**config.mk**
```make
export PLATFORM = sky130hd
export DESIGN_NAME = imem_loader
export DESIGN_NICKNAME = d
export VERILOG_FILES = /design/src/rtl/imem_pkg.sv /design/src/rtl/imem_word_assembler.sv /design/src/rtl/imem_loader.sv
export SDC_FILE = /design/constraint.sdc
export NUM_CORES = 1
export LEC_CHECK = 0
export ABC_AREA = 1
export CORE_MARGIN = 2
export CORE_UTILIZATION = 35
export CTS_BUF_LIST = sky130_fd_sc_hd__clkbuf_8
export CTS_CLUSTER_DIAMETER = 120
export DETAILED_ROUTE_END_ITERATION = 12
export PLACE_DENSITY = 0.58
export SLEW_MARGIN = 20
export SYNTH_ARGS = -nofsm -noshare
export SYNTH_HDL_FRONTEND = slang
export SYNTH_SLANG_ARGS = --single-unit
```
**constraint.sdc**
```tcl
create_clock -name clk -period 2.1 [get_ports clk]
set_input_delay 0.315 -clock clk [delete_from_list [all_inputs] [get_ports clk]]
set_output_delay 0.315 -clock clk [all_outputs]
set_load 0.005 [all_outputs]
```
**src/rtl/imem_pkg.sv**
```systemverilog
`default_nettype none
// ============================================================================
// Module  : imem_pkg
// Purpose : Shared definitions for the instruction-memory loader. Provides
//           the default store depth, the loader state encoding and the byte
//           lane indices used by the word assembler.
// Config  : IMEM_LOADER_CHECKSUM_EN adds the CHK state to the encoding.
// Revision: 1.0 - initial release
// ============================================================================
package imem_pkg;

  // Default depth of the instruction store, in 32-bit words.
  localparam logic [31:0] IMEM_ROWS = 32'h0000_0200;

  // Byte-address step between consecutive instruction words.
  localparam logic [31:0] ADDR_STEP = 32'd4;

  // Byte lane indices inside a little-endian 32-bit word.
  localparam logic [1:0] LANE_B0 = 2'd0;
  localparam logic [1:0] LANE_B1 = 2'd1;
  localparam logic [1:0] LANE_B2 = 2'd2;
  localparam logic [1:0] LANE_B3 = 2'd3;

  // Loader states, explicitly encoded in 3 bits.
  typedef enum logic [2:0] {
    ST_IDLE   = 3'd0,
    ST_LEN_LO = 3'd1,
    ST_LEN_HI = 3'd2,
    ST_DATA   = 3'd3,
`ifdef IMEM_LOADER_CHECKSUM_EN
    ST_CHK    = 3'd4,
`endif
    ST_DONE   = 3'd5,
    ST_ERROR  = 3'd6
  } imem_state_e;

endpackage
`default_nettype wire

```
**src/rtl/imem_word_assembler.sv**
```systemverilog
`default_nettype none
// ============================================================================
// Module  : imem_word_assembler
// Purpose : Packs a byte stream into little-endian 32-bit words. The first
//           byte of each group lands in bits [7:0], the fourth in [31:24].
//           When the fourth byte is taken the full word is registered and a
//           one-cycle word_ready pulse follows in the next cycle.
// Ports   : clk        - system clock
//           rst_n      - asynchronous active-low reset
//           clr        - synchronous restart of the byte index
//           byte_in    - incoming stream byte
//           byte_take  - byte_in is consumed on this rising edge
//           last_lane  - byte being taken completes a word (combinational)
//           word_out   - last completed word
//           word_ready - one-cycle pulse, word_out freshly updated
// Revision: 1.0 - initial release
// ============================================================================
module imem_word_assembler
  import imem_pkg::*;
(
  input  logic        clk,
  input  logic        rst_n,
  input  logic        clr,
  input  logic [7:0]  byte_in,
  input  logic        byte_take,
  output logic        last_lane,
  output logic [31:0] word_out,
  output logic        word_ready
);

  logic [1:0]  r_idx;
  logic [23:0] r_lanes;
  logic [31:0] r_word;
  logic        r_ready;

  assign last_lane  = byte_take && (r_idx == LANE_B3);
  assign word_out   = r_word;
  assign word_ready = r_ready;

  always_ff @(posedge clk or negedge rst_n) begin
    if (!rst_n) begin
      r_idx   <= LANE_B0;
      r_lanes <= 24'd0;
      r_word  <= 32'd0;
      r_ready <= 1'b0;
    end else begin
      r_ready <= 1'b0;
      if (clr) begin
        r_idx <= LANE_B0;
      end else if (byte_take) begin
        case (r_idx)
          LANE_B0: r_lanes[7:0]   <= byte_in;
          LANE_B1: r_lanes[15:8]  <= byte_in;
          LANE_B2: r_lanes[23:16] <= byte_in;
          LANE_B3: begin
            // Lower three lanes are already held; splice in the top byte.
            r_word  <= {byte_in, r_lanes};
            r_ready <= 1'b1;
          end
        endcase
        r_idx <= r_idx + 2'd1;
      end
    end
  end

endmodule
`default_nettype wire

```
**src/rtl/imem_loader.sv**
```systemverilog
`default_nettype none
// ============================================================================
// Module  : imem_loader
// Purpose : Instruction-memory program loader. Receives a byte stream
//           (2-byte little-endian word count N, then N little-endian words),
//           writes each word to sequential word addresses from 0, and holds
//           the core in reset until the load completes.
// Config  : IMEM_LOADER_CHECKSUM_EN - a trailing XOR checksum byte over all
//           data bytes is expected and verified before DONE.
// Ports   : clk        - system clock
//           reset_n    - asynchronous active-low reset
//           start      - one-cycle pulse, begins a load from IDLE/DONE/ERROR
//           byte_in    - stream byte
//           byte_valid - byte_in valid this cycle
//           byte_ready - loader accepts byte_in
//           wr_en      - one-cycle instruction-memory write strobe
//           wr_addr    - word-aligned byte address of the write
//           wr_data    - assembled instruction word
//           cpu_hold   - holds the core in reset while high
//           done       - load completed successfully (level)
//           error      - load aborted (level)
// Revision: 1.0 - initial release
// ============================================================================
module imem_loader
  import imem_pkg::*;
#(
  parameter logic [31:0] ROWS = IMEM_ROWS
) (
  input  logic        clk,
  input  logic        reset_n,
  input  logic        start,
  input  logic [7:0]  byte_in,
  input  logic        byte_valid,
  output logic        byte_ready,
  output logic        wr_en,
  output logic [31:0] wr_addr,
  output logic [31:0] wr_data,
  output logic        cpu_hold,
  output logic        done,
  output logic        error
);

  imem_state_e r_state;
  imem_state_e w_state_next;

  logic [15:0] r_len;
  logic [15:0] r_word_cnt;
  logic [31:0] r_wr_addr;

  logic        w_xfer;
  logic        w_launch;
  logic        w_data_take;
  logic        w_last_lane;
  logic        w_final_word;
  logic [15:0] w_len_full;
  logic        w_len_too_big;
  logic        w_word_ready;
  logic [31:0] w_word;

`ifdef IMEM_LOADER_CHECKSUM_EN
  logic [7:0]  r_csum;
`endif

  assign w_xfer      = byte_valid && byte_ready;
  assign w_data_take = w_xfer && (r_state == ST_DATA);
  assign w_launch    = start && ((r_state == ST_IDLE) || (r_state == ST_DONE) ||
                                 (r_state == ST_ERROR));

  // Full count as seen during the LEN_HI transfer, before it is registered.
  assign w_len_full    = {byte_in, r_len[7:0]};
  assign w_len_too_big = ({16'd0, w_len_full} > ROWS);

  // The word counter still holds the index of the word being completed.
  assign w_final_word  = w_last_lane && ((r_word_cnt + 16'd1) == r_len);

  imem_word_assembler u_asm (
    .clk        (clk),
    .rst_n      (reset_n),
    .clr        (w_launch),
    .byte_in    (byte_in),
    .byte_take  (w_data_take),
    .last_lane  (w_last_lane),
    .word_out   (w_word),
    .word_ready (w_word_ready)
  );

  // --------------------------------------------------------------------------
  // State register
  // --------------------------------------------------------------------------
  always_ff @(posedge clk or negedge reset_n) begin
    if (!reset_n) begin
      r_state <= ST_IDLE;
    end else begin
      r_state <= w_state_next;
    end
  end

  // --------------------------------------------------------------------------
  // Next-state logic
  // --------------------------------------------------------------------------
  always_comb begin
    w_state_next = r_state;
    case (r_state)
      ST_IDLE, ST_DONE, ST_ERROR: begin
        if (start) w_state_next = ST_LEN_LO;
      end
      ST_LEN_LO: begin
        if (w_xfer) w_state_next = ST_LEN_HI;
      end
      ST_LEN_HI: begin
        if (w_xfer) begin
          if (w_len_too_big) begin
            w_state_next = ST_ERROR;
          end else if (w_len_full == 16'd0) begin
`ifdef IMEM_LOADER_CHECKSUM_EN
            w_state_next = ST_CHK;
`else
            w_state_next = ST_DONE;
`endif
          end else begin
            w_state_next = ST_DATA;
          end
        end
      end
      ST_DATA: begin
        // The write strobe for this last word fires in the next cycle from
        // the assembler, independent of the state that follows.
        if (w_final_word) begin
`ifdef IMEM_LOADER_CHECKSUM_EN
          w_state_next = ST_CHK;
`else
          w_state_next = ST_DONE;
`endif
        end
      end
`ifdef IMEM_LOADER_CHECKSUM_EN
      ST_CHK: begin
        if (w_xfer) w_state_next = (byte_in == r_csum) ? ST_DONE : ST_ERROR;
      end
`endif
      default: w_state_next = ST_IDLE;
    endcase
  end

  // --------------------------------------------------------------------------
  // State-decoded outputs
  // --------------------------------------------------------------------------
  always_comb begin
    byte_ready = 1'b0;
    cpu_hold   = 1'b1;
    done       = 1'b0;
    error      = 1'b0;
    case (r_state)
      ST_LEN_LO, ST_LEN_HI, ST_DATA: byte_ready = 1'b1;
`ifdef IMEM_LOADER_CHECKSUM_EN
      ST_CHK:                        byte_ready = 1'b1;
`endif
      ST_DONE: begin
        done     = 1'b1;
        cpu_hold = 1'b0;
      end
      ST_ERROR: error = 1'b1;
      default: ;
    endcase
  end

  // --------------------------------------------------------------------------
  // Length, word counter, write address and checksum
  // --------------------------------------------------------------------------
  always_ff @(posedge clk or negedge reset_n) begin
    if (!reset_n) begin
      r_len      <= 16'd0;
      r_word_cnt <= 16'd0;
      r_wr_addr  <= 32'd0;
    end else if (w_launch) begin
      // A launch can coincide with the final strobe of the previous load;
      // the restart wins so the new load begins at address 0.
      r_len      <= 16'd0;
      r_word_cnt <= 16'd0;
      r_wr_addr  <= 32'd0;
    end else begin
      if (w_xfer && (r_state == ST_LEN_LO)) r_len[7:0]  <= byte_in;
      if (w_xfer && (r_state == ST_LEN_HI)) r_len[15:8] <= byte_in;
      if (w_last_lane)                      r_word_cnt  <= r_word_cnt + 16'd1;
      // Advance only after the strobe so wr_addr is stable during it.
      if (w_word_ready)                     r_wr_addr   <= r_wr_addr + ADDR_STEP;
    end
  end

`ifdef IMEM_LOADER_CHECKSUM_EN
  always_ff @(posedge clk or negedge reset_n) begin
    if (!reset_n) begin
      r_csum <= 8'd0;
    end else if (w_launch) begin
      r_csum <= 8'd0;
    end else if (w_data_take) begin
      r_csum <= r_csum ^ byte_in;
    end
  end
`endif

  assign wr_en   = w_word_ready;
  assign wr_addr = r_wr_addr;
  assign wr_data = w_word;

endmodule
`default_nettype wire

```
[Word level (Yosys, flattened, before mapping)]
Index checks and enable logic that the tools add are counted.
Cells by class
  multiply operators: 0
  reductions and logical operators: 24
  muxes and demuxes: 23
  div/mod/pow operators: 0
  $lt $le $gt $ge: 1
  equal/unequal tests: 13
  bitwise logic cells: 1
  shift-type cells: 0
  $add $sub $neg: 3
Operators by type and width (number)
  $mux 32: 2
  $mux 16: 3
  $add 32x3->32 const B: 1
  $mux 3: 6
  $add 16x1->16 const B: 1
  $eq 16x16->1: 1
  $gt 16x10->1 const B: 1
  $logic_not 16->1: 1
  $mux 8: 2
  $pmux 3 s4: 1
  $reduce_and 3->1: 4
  $reduce_bool 2->1: 5
  $ne 2x2->1 const B: 4
  $logic_and 1x1->1: 7
  $mux 1: 7
  $eq 3x2->1 const B: 2
  $eq 3x3->1 const B: 2
  $reduce_or 3->1: 2
  $eq 2x2->1 const B: 2
  $mux 2: 2
  $reduce_and 4->1: 1
  $eq 3x1->1 const B: 1
  $logic_not 3->1: 1
  $add 2x1->2 const B: 1
  other kinds (4): 5
Storage, ports and cells
  RAM bits: 0
  memory bits (read-only): 0
  latch bits: 0
  word-level logic and storage cells: 76
  bits in registers: 126
  memories kept: 0

[Longest topological paths before layout]
Gate-level depths: netlist of the first run.
  word-level depth: 9
  gate-level depth with buffers: 16
  depth with buffers taken out: 16

[Hierarchy]
From an unflattened synthesis of the first run, not the netlist that was laid out.
Second synthesis, totals
  cell total of the unflattened synthesis: 826
  area, all modules: 6502.5 um2
Modules (own cells, without submodules)
  imem_loader: cells an instance 555, seq. area each 1626.6 um2, area an instance 3953.8 um2, instances 1
  imem_word_assembler: cells an instance 271, seq. area each 1476.4 um2, area an instance 2548.7 um2, instances 1

[Least setup slack after synthesis of the first run]
Ideal clock, no wire load.
  kind: register to register
  from: register r_wr_addr[2] (netlist: wr_addr[2])
  to: register r_wr_addr[22] (netlist: wr_addr[22])
  clock period less this slack: 1.835 ns
  data required time: 1.981 ns
  slack: 0.265 ns
  cell stages (with the launch flop): 13
  data arrival time: 1.716 ns
  cell sequence: dfrtp_1 > ha_1 > inv_1 > nor3_4 > nand2_1 > nor2_2 > nand3_1 > nor2_2 > nand2_1 > nor2_2 > nand2_1 > o21ai_1 > nor2_1
On the way
  word-level cells in the longest chain between the ends: 3
Ends and longest elaborated chain
  start: declaration: RTL line imem_loader.sv:48  | logic [31:0] r_wr_addr;
  start signal: assignment: RTL line imem_loader.sv:186  | if (w_word_ready) r_wr_addr <= r_wr_addr + ADDR_STEP;
  $add 32x3->32: RTL line imem_loader.sv:186
  $mux 32: RTL line imem_loader.sv:186
  $mux 32: RTL line imem_loader.sv:175  | end else if (w_launch) begin
No other way between the ends. The select of a mux whose other input is x is not followed.
A chain may end at the register's enable or synchronous reset.

[Worst setup path after layout of the first run]
  from: register r_state[1]
  to: output cpu_hold
On the way
  word-level cells in the longest chain between the ends: 2
Ends and longest elaborated chain
  start: declaration: RTL line imem_loader.sv:43  | imem_state_e r_state;
  start signal: assignment: RTL line imem_loader.sv:94  | r_state <= w_state_next;
  $eq 3x3->1: RTL line imem_loader.sv:153  | case (r_state)
  $mux 1: RTL line imem_loader.sv:153
  end: declaration: RTL line imem_loader.sv:38  | output logic cpu_hold,
No other way between the ends.

==> results of run 1 <==
metal layers:
metal / track usage, % / vias to the layer above
li1: - / 2795
met1: 23.2 / 2636
met2: 29.0 / 127
met3: 4.53 / 14
met4: 5.67 / 0
met5: 0 / -
cells in the mapped netlist (4+ instances only):
master    count  area share [%]
dfrtp_1     124              50
o22ai_1       6            0.60
nor3_1       12            0.97
nor2_2        7            0.71
inv_1        83             5.0
clkbuf_1     11            0.67
nand3_1      52             4.2
a21oi_1      20             1.6
nor4_1        4            0.40
o21ai_1      12            0.97
nand4_1      17             1.7
xor2_1        6            0.85
nand2_1     280              17
nand3b_1      6            0.73
buf_2         6            0.48
ha_1          6             1.2
inv_2         4            0.24
nor2_1       54             3.3
o21ai_0      65             5.2
critical path, stage by stage (launching register included):
cell             delay (ps)
dfrtp_2                 450
inv_2                    70
nand2_1                  90
nor2_2                  120
inv_1                    50
clkdlybuf4s50_1         430
registers in the layout, summed over array words and instances, names as in the netlist:
register / flops
r_len: 16
r_word_cnt: 16
wr_addr: 30
u_asm.r_idx: 2
u_asm.word_out: 32
u_asm.r_lanes: 24
r_state: 3
u_asm.word_ready: 1
power by group:
| part | leakage (nW) | internal [mW] | switching (mW) |
|---|---|---|---|
| clock | 0.193 | 0.988 | 1.06 |
| sequential | 1.69 | 2.81 | 0.312 |
| combinational | 1.82 | 0.699 | 1.06 |
cell families after synthesis:
group                      after synthesis
xor gates and xnor gates                 6
AOI/OAI and AO/OA                      112
buffers and inverters                  107
adders and majority gates                6
and+or+nand+nor                        446
DFF                                    124
other                                    1
cell type report:
cell class,instances,area (um^2),area share (%)
well taps,225,282,3.55
flip-flops and latches,124,3110,39.2
clock inverters,14,133,1.67
multi-input cells,572,2790,35.2
inverters,87,327,4.12
repair buffers,104,1040,13.2
clock buffers,18,248,3.13
worst max path at each step:
stage	from	to	slack, ps	depth (start not counted)
after global routing	r_word_cnt[0]	r_state[0]	-30	16
after global placement	byte_valid	r_state[0]	80	14
after detailed placement	byte_valid	r_state[0]	40	14
after CTS	r_state[1]	done	2	4
final	r_state[1]	cpu_hold	130	5
after floorplan	wr_addr[2]	wr_addr[22]	260	12
stage by stage:
step / cell area, um^2 / hold slack, ps / total power [mW] / cells / setup TNS (ps)
2_1_floorplan: 6210 / 19.4 / 4.21 / 803 / 0
3_3_place_gp: 7410 / 249 / 4.85 / 1108 / 0
3_5_place_dp: 7410 / 245 / 4.88 / 1108 / 0
4_1_cts: 7810 / 297 / 6.97 / 1142 / 0
5_1_grt: 7930 / 317 / 7.44 / 1144 / -59.0
6_report: 7930 / 311 / 6.93 / 1144 / 0
timing repair:
item                       CTS  global route
hold endpoints to repair    21             0
cloned                       0             0
resized for setup            3            31
hold buffers                 1             0
setup endpoints to repair    3            12
setup buffers                1             2
pin swaps                    0            10
==> impl_results.md, run 1 <==
- Measured slew at the worst slew-check pin: 663 ps
- Synth Cell Area: 6210 um^2
- FP Rows: 48
- Post-synthesis sequential area ratio: 50.0%
- Avg Cell Area, Syn: 7.74 um^2
- Core ar.: 17300 um^2
- Cells after Synth: 802
- CTS sink cnt: 124
- Critical path type: reg2out
- Seq cells post-synth: 124
- Synth Area in Adders: 1.21%
- CP Max Fanout: 5
- Final hold vios: 0
- Reg2Reg Depth: 14
- Final min period: 1970 ps
- Initial antenna violation count: 0
- Iteration-0 DRC Markers: 460
- Post-DP HPWL: 11500 um
- Yosys warns: 0
- Simple-Gate Fraction of Synth Area: 31.6%
- Largest net degree at the start of global routing: 55
- Area delta synth->final: 27.7%
- Initial Utilization: 35.9%
- EDFF count, synth: 0
- Final WL: 15800 um
- Fillcell total: 1708
- Synth Flop Type: dfrtp_1
- CTS tree: built
- Clk_skew: 12.5 ps
- Total grt overflow: 0
- Root Buffer: clkbuf_8
- Layout cells sized above 1: 11.2%
- Worst-path clk slew: 80 ps
- Highest metal used: met4
- Leak: 3.70 nW
- H-Tree Depth: 4
- Xor/xnor share of the synthesized area: 0.846%
- Die W: 137 um
- Total track usage: 17.8%
- FF-to-FF Start: r_word_cnt[0]
- Compound-Gate Fraction of Synth Area: 9.49%
- DRC violations left: 0
- IO Count: 81
- Status: finished, final reports clean
- Largest family of logic cells by synthesized area: simple AND/OR/NAND/NOR gates
- Slew headroom: 55.8%
- Met3 wire length: 780 um
- IO buf count: 78
- Clk_lat worst skew: 450 ps
- Critical Path RT: 1780 ps
- Wire length on met1: 7390 um
- Vias in the first global route: 5309
- Max Cap Viol: 0
- Setup slack after layout: 131 ps
- Die H: 137 um
- DR WL met2: 7440 um
- GP Congestion: 0.824
- Routed len/inst: 13.8 um
- Clk buf depth: 2
- Final cycle utilization of the critical path: 93.8%
- Max Transition Viols Final: 0
- CTS Buf Count: 17
- DR vias/cell: 4.87
- Highest Clock Rate: 0.508 GHz
- Mux contribution to synthesized area: 0%
- Commonest non-fill, non-tap cell in the layout: nand2_1
- Final setup fails: 0
- Worst Setup End Kind: primary output
- Core Util, Final: 45.8%
- Die area: 18800 um^2
- Netlist cell types: 37
- Arrival time worst endpoint: 1650 ps
- Flop2flop setup slack: 200 ps
- Initial DRT Pass Iterations: 5
- Worst min path class: in2async
- Reg-to-Reg End: r_state[1]
- Maximum VDD drop: 0.526 mV
- First-pass GRT wire length: 25900 um
- PD cells: 874 nW/um^2
- Commonest non-fill, non-tap cells in the layout: nand2_1, dfrtp_1, inv_1
- Antenna cells: 0
- Critical path startpoint category: flop
- Final antenna-violating net count: 0
- Vias post-DR: 5572
- Pre-CTS setup slack: 41.0 ps
- Ys async rst share: 100%
- Fin nets: 924
No activity file was read; power rests on OpenSTA's default activity.
==> inputs of run 2 (changes only) <==
--- a/config.mk
+++ b/config.mk
@@ -6,6 +6,7 @@
 export NUM_CORES = 1
 export LEC_CHECK = 0
 export ABC_AREA = 1
+export CAP_MARGIN = 20
 export CORE_MARGIN = 2
 export CORE_UTILIZATION = 35
 export CTS_BUF_LIST = sky130_fd_sc_hd__clkbuf_8
==> results of run 2 <==
No change in the layout: final DEF, timing and power equal those of run 1.
==> inputs of run 3 (changes only) <==
--- a/config.mk
+++ b/config.mk
@@ -6,14 +6,13 @@
 export NUM_CORES = 1
 export LEC_CHECK = 0
 export ABC_AREA = 1
-export CAP_MARGIN = 20
+export CAP_MARGIN = 10
 export CORE_MARGIN = 2
 export CORE_UTILIZATION = 35
 export CTS_BUF_LIST = sky130_fd_sc_hd__clkbuf_8
 export CTS_CLUSTER_DIAMETER = 120
 export DETAILED_ROUTE_END_ITERATION = 12
 export PLACE_DENSITY = 0.58
-export SLEW_MARGIN = 20
 export SYNTH_ARGS = -nofsm -noshare
 export SYNTH_HDL_FRONTEND = slang
 export SYNTH_SLANG_ARGS = --single-unit
==> results of run 3 <==
No change in the layout: final DEF, timing and power equal those of run 1.
==> patch 1, RTL diff (config.mk and constraints of run 2) <==
Put a register stage on the output `error`. The value now appears one clock later. The other outputs are not delayed to match.
--- a/src/rtl/imem_loader.sv
+++ b/src/rtl/imem_loader.sv
@@ -40,6 +40,8 @@
   output logic        error
 );
 
+  logic error_d;
+
   imem_state_e r_state;
   imem_state_e w_state_next;
 
@@ -149,7 +151,7 @@
     byte_ready = 1'b0;
     cpu_hold   = 1'b1;
     done       = 1'b0;
-    error      = 1'b0;
+    error_d    = 1'b0;
     case (r_state)
       ST_LEN_LO, ST_LEN_HI, ST_DATA: byte_ready = 1'b1;
 `ifdef IMEM_LOADER_CHECKSUM_EN
@@ -159,7 +161,7 @@
         done     = 1'b1;
         cpu_hold = 1'b0;
       end
-      ST_ERROR: error = 1'b1;
+      ST_ERROR: error_d = 1'b1;
       default: ;
     endcase
   end
@@ -203,6 +205,10 @@
   assign wr_addr = r_wr_addr;
   assign wr_data = w_word;
 
+  always_ff @(posedge clk) begin
+    error <= error_d;
+  end
+
 endmodule
 `default_nettype wire
 
Behaviour: not the same (Yosys sat finds a counterexample within 4 cycles, from zero or initial values and one cycle with reset_n low).
==> patch 1 against run 2 <==
  * Sequential cell count increased by 1
  * Design area about the same
  * Total power decreased by 1.7%
  * Setup slack got worse by 6.1 ps
  * Clock power decreased by 6%
  * Routed wire length increased by 1.2%
  * Synthesized area increased by 0.32%
  * First-iteration DRC count decreased by 34%
  * Global-route usage increased by 0.42 points
  * Via count increased by 0.56%
  * Cell count increased by 0.79%
==> patch 1: results (changes against run 2) <==
status: "finished clean"
skew_ps: 11.8  # -0.685 ps
async_flop_share_pct: 99.2  # -0.80 points
slew_headroom_pct: 64.3  # +8.5 points
ys_types: 38  # +2.7%
synth.avg_cell_area_um2: 7.76  # +0.20%
cpPeakStageDelay_ps: 430  # -20 ps
grtUsageTotal_pct: 18.2  # +0.42 points
grt_pass1_wl_um: 26400  # +2.0%
num-fill-cells: 1782  # +4.3%
gp_congestion: 0.877  # +6.5%
antenna_found_initial: 1  # +1
crit_fanout: 3  # -2
dpl-instance-area_um2: 7450  # +0.61%
drt_iter0_markers: 304  # -34%
hpwl_um: 11600  # +0.64%
dp.cells: 1114  # +0.54%
peakVddDrop_uv: 393  # -25%
grt_pass1_vias: 5160  # -2.8%
p_leak_nw: 3.72  # +0.51%
via_per_inst: 4.86  # -0.23%
synthTopCellsByArea: "dfrtp_1, nand2_1, o21ai_0, inv_1, nand3_1"
wirelength_um: 16000  # +1.2%
vias: 5603  # +0.56%
pre_cts_slack_ps: 46.0  # +5.03 ps
grt_start_max_net_pins: 54  # -1.8%
slowest_stage: "clkdlybuf4s50_1"
nNetsFinal: 933  # +0.97%
drt-pass1-iter-count: 4  # -1
[patch 1: cell types whose count changed after synthesis, sizes merged]
cell	delta
dfxtp	+1
[patch 1: cell type report]
class | count | share of cell area, %
multi-input cells | 572 | 34.7
repair buffers | 112 | 13.7
well taps | 225 | 3.55
clock buffers | 17 | 2.95
clock inverters | 15 | 1.50
inverters | 87 | 4.12
flip-flops and latches | 125 | 39.4
[patch 1: routing by layer]
metal / up-vias / global-route usage [%] / part of all wire, %
li1: 2823 / - / -
met1: 2638 / 25.9 / 50
met2: 120 / 27.0 / 44
met3: 20 / 4.45 / 4.9
met4: 2 / 6.24 / 1.4
met5: - / 0 / 0.081
[patch 1: logic make-up after synthesis]
| group | synth area share, % |
|---|---|
| buf+inv | 6.75 |
| fa+ha+maj | 1.21 |
| flops | 50.1 |
| xor+xnor | 0.844 |
| compound gates | 9.46 |
| other cells | 0.0602 |
| simple gates | 31.5 |
[patch 1: repair_timing]
action / 4_1_cts / 5_1_grt
hold buffers: 1 / 0
buffers inserted: 1 / 5
hold endpoints to repair: 29 / 0
resized for setup: 2 / 26
pin swaps: 1 / 7
endpoints found under the setup margin: 2 / 11
[patch 1: power breakdown]
part | internal (mW) | switching, mW
Clock | 0.833 | 1.08
Sequential | 2.84 | 0.322
Combinational | 0.688 | 1.06
[patch 1: worst reg2reg max path, delay by kind of cell (launching register included)]
family	cells	cell delay (ps)
flops	1	430
simple gates	13	1380
[patch 1: worst paths after layout]
kind,from,to,slack [ps],cells after the start
hold reg to reg,u_asm.word_out[21],u_asm.word_out[21],480,2
min in group clk,u_asm.word_out[21],u_asm.word_out[21],480,2
max in group asynchronous,reset_n,r_word_cnt[2],1090,3
hold / removal,reset_n,wr_addr[29],340,2
setup reg to reg,r_word_cnt[6],r_state[1],170,13
setup / recovery,r_state[1],cpu_hold,120,5
==> patch 2, RTL diff (flow settings as in run 2) <==
Made on the original files. Build with the macro `IMEM_LOADER_CHECKSUM_EN` defined.
--- a/src/rtl/imem_pkg.sv
+++ b/src/rtl/imem_pkg.sv
@@ -7,6 +7,8 @@
 // Config  : IMEM_LOADER_CHECKSUM_EN adds the CHK state to the encoding.
 // Revision: 1.0 - initial release
 // ============================================================================
+`define IMEM_LOADER_CHECKSUM_EN
+
 package imem_pkg;
 
   // Default depth of the instruction store, in 32-bit words.
Function: changed (a bounded check fails within 4 cycles, from zero or initial values and one cycle with reset_n low).
==> patch 2 against run 2 <==
  * Total power up 10%
  * Synthesized area grew 5.2%
  * Non-clock buffer count is 19 higher
  * Setup slack got worse by 57 ps
  * Sequential cell count up 8
  * Core utilization increased by 1.0 points
  * Routed wire length increased by 7.0%
  * Design area is 7.2% higher
  * Count of clock-buffer cells in the layout decreased by 1
  * Sequential power is 4% higher
  * Highest routed layer unchanged
==> patch 2: results (changes against run 2) <==
status: "finished clean"
grtUsageTotal_pct: 17.5  # -0.29 points
synthTopCellsByArea: "dfrtp_1, nand2_1, o21ai_0, inv_1, nand3_1"
wirelength_um: 16900  # +7.0%
r2r_cells: 12  # -2
cpPeakStageDelay_ps: 380  # -70 ps
power.net_switching_mw: 2.67  # +10%
pwr-share-seq_pct: 42.5  # -2.6 points
port_buffers: 78  # unchanged
finalNonFillerCells: 1173  # +2.5%
num-fill-cells: 1817  # +6.4%
tightest_slew_ps: 561  # -102 ps
synthCells: 810  # +1.0%
hpwl_um: 11900  # +3.2%
met3_usage_pct: 3.94  # -0.59 points
crit_fanout: 4  # -1
routed.top_layer: "met4"
met1_length_um: 7770  # +5.1%
clk_latency_ps: 450  # about the same
synthAdderAreaFrac_pct: 1.15  # -0.060 points
via_per_inst: 4.88  # +0.12%
grt_start_max_net_pins: 56  # +1.8%
dp.cells: 1128  # +1.8%
grt_pass1_vias: 5456  # +2.8%
drive_above_1_share_pct: 16.1  # +4.9 points
wl_met2_um: 8330  # +12%
synth_top_cells_by_count: "nand2_1, dfrtp_1, inv_1"
rrSetupSlack_ps: 120  # -80 ps
worstSetupEndpoint: "byte_ready"
ys_types: 41  # +11%
nNetsFinal: 949  # +2.7%
skew_ps: 18.2  # +5.67 ps
drt_iter0_markers: 401  # -13%
p_comb_mw: 2.00  # +14%
cp.arrival_ps: 1710  # +60 ps
synth_xor_area_share_pct: 1.61  # +0.76 points
peakVddDrop_uv: 463  # -12%
use_met1_pct: 23.1  # -0.12 points
r2r_start: "r_word_cnt[3]"
met3_length_um: 630  # -19%
gp_congestion: 0.825  # +0.17%
p_leak_nw: 4.03  # +8.9%
grtUsageMet2_pct: 29.2  # +0.25 points
grt_pass1_wl_um: 27500  # +6.1%
synth.yosys.seq_area_share_pct: 50.6  # +0.59 points
## patch 2: cell type report
class	count	area, um2	share of cell area, %
Sequential cell	132	3310	38.9
Multi-Input combinational cell	568	2950	34.7
Timing Repair Buffer	123	1190	14.0
Inverter	89	334	3.93
Tap cell	229	287	3.37
Clock buffer	17	234	2.75
Clock inverter	15	204	2.40
## patch 2: metrics by stage
stage	utilization [%]	instance area [um2]	setup WS [ps]	hold WS (ps)	total power, mW
2_1_floorplan	-	6540	294	19.4	4.46
3_3_place_gp	43.0	7810	18.5	331	5.14
3_5_place_dp	43.0	7810	35.1	338	5.17
4_1_cts	45.7	8290	-4.28	419	7.64
5_1_grt	46.8	8500	-127	443	8.16
6_report	46.8	8500	73.8	413	7.65
## patch 2: what timing repair did
item	4_1_cts	5_1_grt
pin swaps	2	18
gates resized for setup	9	39
endpoints found under the hold margin	52	0
endpoints found under the setup margin	4	13
buffers inserted	2	9
hold buffers	1	0
gates cloned	0	1
